--- src/rtl/fifo_pkg.sv ---
// Shared types and helpers for the FIFO read-side packer.
package fifo_pkg;

  typedef enum logic [1:0] {
    ST_RUN   = 2'd0,
    ST_DRAIN = 2'd1,
    ST_EMIT  = 2'd2
  } state_e;

  // Low 'cnt' bits set; saturates to all-ones for cnt >= 32.
  function automatic logic [31:0] keep_mask(input logic [31:0] cnt);
    if (cnt >= 32'd32) return '1;
    return (32'd1 << cnt) - 32'd1;
  endfunction

endpackage

--- src/rtl/fifo_rd_packer.sv ---
// Pops bytes from the async FIFO read port and packs PACK_RATIO of them into one
// wide valid/ready word. state | meaning: RUN pop+pack, DRAIN wait landing, EMIT send partial.
module fifo_rd_packer
  import fifo_pkg::*;
#(
  parameter  int DATA_WIDTH = 8,
  parameter  int PACK_RATIO = 4,
  localparam int OUT_WIDTH  = DATA_WIDTH * PACK_RATIO
) (
  input  logic                  clk,
  input  logic                  reset_n,
  input  logic                  fifo_empty,
  input  logic [DATA_WIDTH-1:0] fifo_data,
  output logic                  fifo_read_en,
  input  logic                  flush,
  output logic                  out_valid,
  input  logic                  out_ready,
  output logic [OUT_WIDTH-1:0]  out_data,
  output logic [PACK_RATIO-1:0] out_keep,
  output logic                  out_last
);

  localparam int          CW   = $clog2(PACK_RATIO + 1);
  localparam logic [CW:0] PR_S = (CW + 1)'(PACK_RATIO);

  state_e                state_q, state_d;
  logic [CW-1:0]         count_q, count_d;
  logic                  inflight_q;
  logic [OUT_WIDTH-1:0]  asm_q, asm_d;
  logic                  flush_pend_q, flush_pend_d;
  logic                  out_valid_q, out_valid_d;
  logic [OUT_WIDTH-1:0]  out_data_q, out_data_d;
  logic [PACK_RATIO-1:0] out_keep_q, out_keep_d;
  logic                  out_last_q, out_last_d;

  logic                  out_free;
  logic [CW:0]           pend_sum;
  logic                  pop_ok;
  logic [CW-1:0]         cnt_land;
  logic                  word_full;
  logic [PACK_RATIO-1:0] emit_keep;
  logic [OUT_WIDTH-1:0]  emit_data;

  assign out_free = !out_valid_q || out_ready;
  assign pend_sum = {1'b0, count_q} + (CW + 1)'(inflight_q);
  // A pop into a full assembly is allowed only when the landing word leaves the same edge.
  assign pop_ok   = (pend_sum < PR_S) || ((pend_sum == PR_S) && inflight_q && out_free);

  assign fifo_read_en = reset_n && !fifo_empty && (state_q == ST_RUN) && !flush && pop_ok;

  always_comb begin
    emit_keep = PACK_RATIO'(keep_mask(32'(count_q)));
    emit_data = '0;
    for (int i = 0; i < PACK_RATIO; i++) begin
      if (emit_keep[i]) emit_data[i*DATA_WIDTH +: DATA_WIDTH] = asm_q[i*DATA_WIDTH +: DATA_WIDTH];
    end
  end

  always_comb begin
    state_d      = state_q;
    asm_d        = asm_q;
    flush_pend_d = flush_pend_q;
    out_valid_d  = out_valid_q && !out_ready;
    out_data_d   = out_data_q;
    out_keep_d   = out_keep_q;
    out_last_d   = out_last_q;
    cnt_land     = count_q;
    if (inflight_q) begin
      for (int i = 0; i < PACK_RATIO; i++) begin
        if (count_q == CW'(i)) asm_d[i*DATA_WIDTH +: DATA_WIDTH] = fifo_data;
      end
      cnt_land = count_q + CW'(1);
    end
    count_d   = cnt_land;
    word_full = (cnt_land == CW'(PACK_RATIO));

    unique case (state_q)
      ST_RUN: begin
        if (word_full && out_free) begin
          out_valid_d = 1'b1;
          out_data_d  = asm_d;
          out_keep_d  = '1;
          out_last_d  = flush_pend_q || flush;
          count_d     = '0;
        end
        if (flush) begin
          state_d      = ST_DRAIN;
          flush_pend_d = 1'b1;
        end
      end
      ST_DRAIN: begin
        if (inflight_q) begin
          if (word_full && out_free) begin
            out_valid_d  = 1'b1;
            out_data_d   = asm_d;
            out_keep_d   = '1;
            out_last_d   = 1'b1;
            count_d      = '0;
            flush_pend_d = 1'b0;
            state_d      = ST_RUN;
          end
        end else if (count_q != '0) begin
          state_d = ST_EMIT;
        end else begin
          flush_pend_d = 1'b0;
          state_d      = ST_RUN;
        end
      end
      ST_EMIT: begin
        if (out_free) begin
          out_valid_d  = 1'b1;
          out_data_d   = emit_data;
          out_keep_d   = emit_keep;
          out_last_d   = 1'b1;
          count_d      = '0;
          flush_pend_d = 1'b0;
          state_d      = ST_RUN;
        end
      end
      default: state_d = ST_RUN;
    endcase
  end

  always_ff @(posedge clk) begin
    if (!reset_n) begin
      state_q      <= ST_RUN;
      count_q      <= '0;
      inflight_q   <= 1'b0;
      asm_q        <= '0;
      flush_pend_q <= 1'b0;
      out_valid_q  <= 1'b0;
      out_data_q   <= '0;
      out_keep_q   <= '0;
      out_last_q   <= 1'b0;
    end else begin
      state_q      <= state_d;
      count_q      <= count_d;
      inflight_q   <= fifo_read_en;
      asm_q        <= asm_d;
      flush_pend_q <= flush_pend_d;
      out_valid_q  <= out_valid_d;
      out_data_q   <= out_data_d;
      out_keep_q   <= out_keep_d;
      out_last_q   <= out_last_d;
    end
  end

  assign out_valid = out_valid_q;
  assign out_data  = out_data_q;
  assign out_keep  = out_keep_q;
  assign out_last  = out_last_q;

endmodule

--- config.mk ---
export PLATFORM = sky130hd
export DESIGN_NAME = fifo_rd_packer
export DESIGN_NICKNAME = d
export VERILOG_FILES = /design/src/rtl/fifo_pkg.sv /design/src/rtl/fifo_rd_packer.sv
export SDC_FILE = /design/constraint.sdc
export NUM_CORES = 1
export LEC_CHECK = 0
export BUFFER_PORTS_ARGS = -buffer_cell sky130_fd_sc_hd__buf_2
export CELL_PAD_IN_SITES_DETAIL_PLACEMENT = 2
export CELL_PAD_IN_SITES_GLOBAL_PLACEMENT = 2
export CORE_ASPECT_RATIO = 2
export CORE_UTILIZATION = 35
export CTS_CLUSTER_SIZE = 24
export DETAILED_ROUTE_END_ITERATION = 10
export PLACE_DENSITY = 0.83
export RECOVER_POWER = 100
export SLEW_MARGIN = 20
export SYNTH_ARGS = -nofsm -noshare
export SYNTH_HDL_FRONTEND = slang
export SYNTH_SLANG_ARGS = --single-unit
--- constraint.sdc ---
create_clock -name clk -period 2.7 [get_ports clk]
set_clock_uncertainty 0.1 [all_clocks]
set_input_delay 0 -clock clk [delete_from_list [all_inputs] [get_ports clk]]
set_output_delay 0 -clock clk [all_outputs]
set_load 0.05 [all_outputs]
==> summary by stage <==
Synthesis
For this run, the leading register cell type out of synthesis is sky130_fd_sc_hd__dfxtp_1. After synthesis, the cell types taking the most area are sky130_fd_sc_hd__dfxtp_1 (42%), sky130_fd_sc_hd__o211a_1 (6.5%), sky130_fd_sc_hd__mux2i_1 (5.1%). The sequential share of the synthesized area is 0.416. The synthesized netlist occupies a cell area of 0.00370 sq mm. The register bit total from synthesis is 77. The number of nets in the synthesized netlist is 434.

The most frequently used cell type in the post-synthesis netlist is sky130_fd_sc_hd__dfxtp_1. The synthesized design contains 0 enable-type register cells. After synthesis, the most frequently instantiated cells are sky130_fd_sc_hd__dfxtp_1 (77), sky130_fd_sc_hd__nand2_1 (38), sky130_fd_sc_hd__inv_1 (33), sky130_fd_sc_hd__nand3_1 (33), sky130_fd_sc_hd__a21oi_1 (29).

The synthesized design spends more area on one cell type than any other, namely sky130_fd_sc_hd__dfxtp_1. The gate count of the mapped netlist is 409. The share of synthesized area in the top cell type comes to 0.416. The mean instance size in the synthesized netlist is 9.06 sq um. After synthesis, the share of flip-flops with an asynchronous set or reset is 0. The number of distinct library cells after synthesis is 50. The count of yosys warnings during synthesis is 0.

Global routing
The number of antenna violations at the first check in global routing is 0. The global-route wire length before repair is 20,900 microns. Global routing finished with a remaining overflow of 0. Across every metal layer, demand over resource in global routing totals 0.254. The number of global-route vias before repair is 4,016. Entering global routing, the biggest net connects 52 pins.

Power
The power per cell area is 700 mW/mm^2. The switching power is 0.933 mW. The total internal power is 2.19 mW.

Of the total power, registers draw 0.394. The switching power as a share of total power is 0.299. For this design the static power due to leakage is 1.88 nW.

VDD sags by at most 0.445 mV. The sum of internal, switching and leakage power is 3.12 mW. The clock network power share is 0.418. The combinational cell fraction of total power is 0.188.

Floorplan
Row generation in the floorplan step produced 52 rows. For this configuration, the core starts out at a cell density of 0.363. The I/O pin count is 52. After floorplanning, the core was sized to cover 0.0102 sq mm.

The overall die height is 148 microns. The overall die area is 0.0110 sq mm. The horizontal die dimension is 74.8 microns.

Worst setup path
The kind of start point of the critical path is a flip-flop. For the worst setup path, the data arrival time is 2.70 ns. The worst setup path is of the flip-flop to flip-flop kind. The maximum fanout along the worst path is 13. STA classifies the critical path endpoint as a flip-flop. The required time at the worst-slack endpoint is 2.84 ns.

CTS
Clock latency on the worst-skew pair, taken at its later pin, is 0.33 ns. TritonCTS created 9 clock buffers. The maximum buffer depth of the clock tree is 2. The maximum level of the CTS H-tree is 3. The clock root buffer master is sky130_fd_sc_hd__clkbuf_16. CTS saw 77 sinks.

Clock-pin slew was measured on the worst setup and hold paths at 0.06 ns. The clock tree from TritonCTS is yes.

STA
Of the available clock period, the critical path in the final layout requires 0.948. Setup repair after global routing left no endpoint under its margin. The total count of hold-check failures in the final report is 0. Subtracting the final worst setup slack from the clock period gives 2.56 ns. The total of endpoints with negative setup slack in the final report is 0. The accumulated negative setup slack is 0 ns.

The achievable clock frequency is 391 MHz. In this run the tightest slew margin relative to its limit is 0.537. For the pin with the worst max-slew slack, the measured transition is 0.694 ns. The final max-slew violation count is 0.

Layout
Fill cells in the final layout number 1,167. Of the cells placed in the final design, the portion with a size suffix greater than 1 is 0.120. The net count of the finished layout is 495.

The area growth from synthesis to layout is 20.3%. Summing all multi-input logic gate instances after layout gives 0.00187 sq mm. The repair_antennas step left the layout with diodes totalling 0.

Across the whole layout, storage elements account for 0.00154 sq mm. The finished cells cover 0.00446 sq mm.

Placement
The count of buffers added on input and output ports is 51. The total placed instance area is 0.00412 sq mm. The post-detailed-placement half-perimeter wirelength is 8940 microns.

At the end of routability-driven placement, the weighted congestion stood at 0.828.

Drt
The overall via count from detail_route is 3,450. The average vias per placed instance is 5.67. After detailed routing, the number of remaining DRC violations is 0. The count of nets left with antenna violations once routing finished came out at 0. The count of TritonRoute iterations in the first routing pass is 4. The average wire length per cell after detail routing is 21.1 microns. Wires add up to 12,800 microns. The DRC marker count from the first detailed-route iteration is 106.

Run status
The run finished with clean final reports.

Min path
The min-delay analysis places its worst path in the category primary input to flip-flop.

Job
Max-cap violations in this run came to 0.
-- what timing repair did --
item | 4_1_cts | 5_1_grt
hold buffers | 11 | 0
gates resized for setup | 0 | 3
setup endpoints to repair | 0 | 9
buffers inserted | 0 | 0
endpoints found under the hold margin | 23 | 0
-- cells by family (layout without fill, tap and decap cells) --
group,count (synthesis),in the layout,synth area share
adders and majority gates,12,12,0.0405
DFF,77,77,0.416
AOI/OAI and AO/OA,115,115,0.256
and+or+nand+nor,122,122,0.161
muxes,19,19,0.0513
buffers and inverters,63,128,0.0723
xor gates and xnor gates,1,1,0.00236
-- worst paths after layout --
path	end	cells after the start	slack [ns]	from
max reg2reg	out_data[30]	6	0.14	count_q[0]
min reg2reg	asm_q[19]	2	0.36	asm_q[19]
max	out_data[30]	6	0.14	count_q[0]
min	out_data[11]	3	0.08	reset_n
-- per-layer routing --
layer / vias up / routed length [microns] / track usage
li1: 1603 / - / -
met1: 1721 / 4670 / 0.252
met3: 40 / 414 / 0.0450
met5: - / 0 / 0
met2: 86 / 7200 / 0.477
met4: 0 / 544 / 0.128
-- flip-flops by register name, summed over array words and instances, names as in the netlist --
signal / flops
count_q: 3
out_valid: 1
out_keep: 4
out_data: 32
flush_pend_q: 1
out_last: 1
inflight_q: 1
state_q: 2
asm_q: 32
-- critical path: stages, from the launching register on --
cell and delay (ns):
sky130_fd_sc_hd__dfxtp_1 0.41, sky130_fd_sc_hd__inv_1 0.10, sky130_fd_sc_hd__ha_1 0.39, sky130_fd_sc_hd__or3_1 0.47, sky130_fd_sc_hd__a211oi_4 0.54, sky130_fd_sc_hd__nand3_1 0.18, sky130_fd_sc_hd__a221oi_2 0.27
-- layout by cell type (no fill, tap or decap), drive strengths merged, types with 2 or more instances in the layout --
| master | synthesis | layout |
|---|---|---|
| buf | 14 | 26 |
| ha | 12 | 12 |
| nand2 | 39 | 39 |
| a21oi | 30 | 30 |
| nand3 | 33 | 33 |
| o2111ai | 16 | 16 |
| dlygate4sd3 | 0 | 11 |
| dfxtp | 77 | 77 |
| nor2b | 3 | 3 |
| a31oi | 2 | 2 |
| nand2b | 5 | 5 |
| inv | 33 | 33 |
| o211a | 24 | 24 |
| o221a | 3 | 3 |
| clkinv | 1 | 2 |
| a2111oi | 2 | 2 |
| o21ai | 2 | 2 |
| nor4b | 2 | 2 |
| o21a | 2 | 2 |
| or3 | 2 | 2 |
| mux2i | 19 | 19 |
| clkbuf | 15 | 53 |
| bufinv | 0 | 2 |
| a211oi | 11 | 11 |
| nor2 | 29 | 29 |
| o22ai | 2 | 2 |
| a221oi | 8 | 8 |
| nand3b | 2 | 2 |
| a22oi | 9 | 9 |
-- power by group through the flow --
| stage | Sequential [mW] | Clock [mW] | Combinational (mW) |
|---|---|---|---|
| floorplan | 1.39 | 0 | 0.269 |
| global placement | 1.25 | 0 | 0.564 |
| detailed placement | 1.25 | 0 | 0.587 |
| CTS | 1.23 | 1.32 | 0.605 |
| global route | 1.24 | 1.36 | 0.623 |
| finish | 1.23 | 1.30 | 0.585 |
-- stage by stage --
stage / std cells / hold slack, ns / utilization / setup WS (ns)
2_1_floorplan: 409 / 0.0439 / - / 0.134
3_3_place_gp: 583 / 0.219 / 0.403 / 0.306
3_5_place_dp: 583 / 0.226 / 0.403 / 0.0632
4_1_cts: 609 / 0.0760 / 0.445 / 0.00585
5_1_grt: 609 / 0.0980 / 0.436 / 0.0107
6_report: 609 / 0.0794 / 0.436 / 0.140
-- final cells by class --
| cell class | instances | area share |
|---|---|---|
| clock buffer | 11 | 0.0544 |
| clock inverter | 4 | 0.0163 |
| inverter | 34 | 0.0286 |
| multi-input combinational | 269 | 0.419 |
| sequential | 77 | 0.346 |
| tap | 135 | 0.0379 |
| timing repair buffer | 79 | 0.0974 |
(Power assumes the default switching activity.)
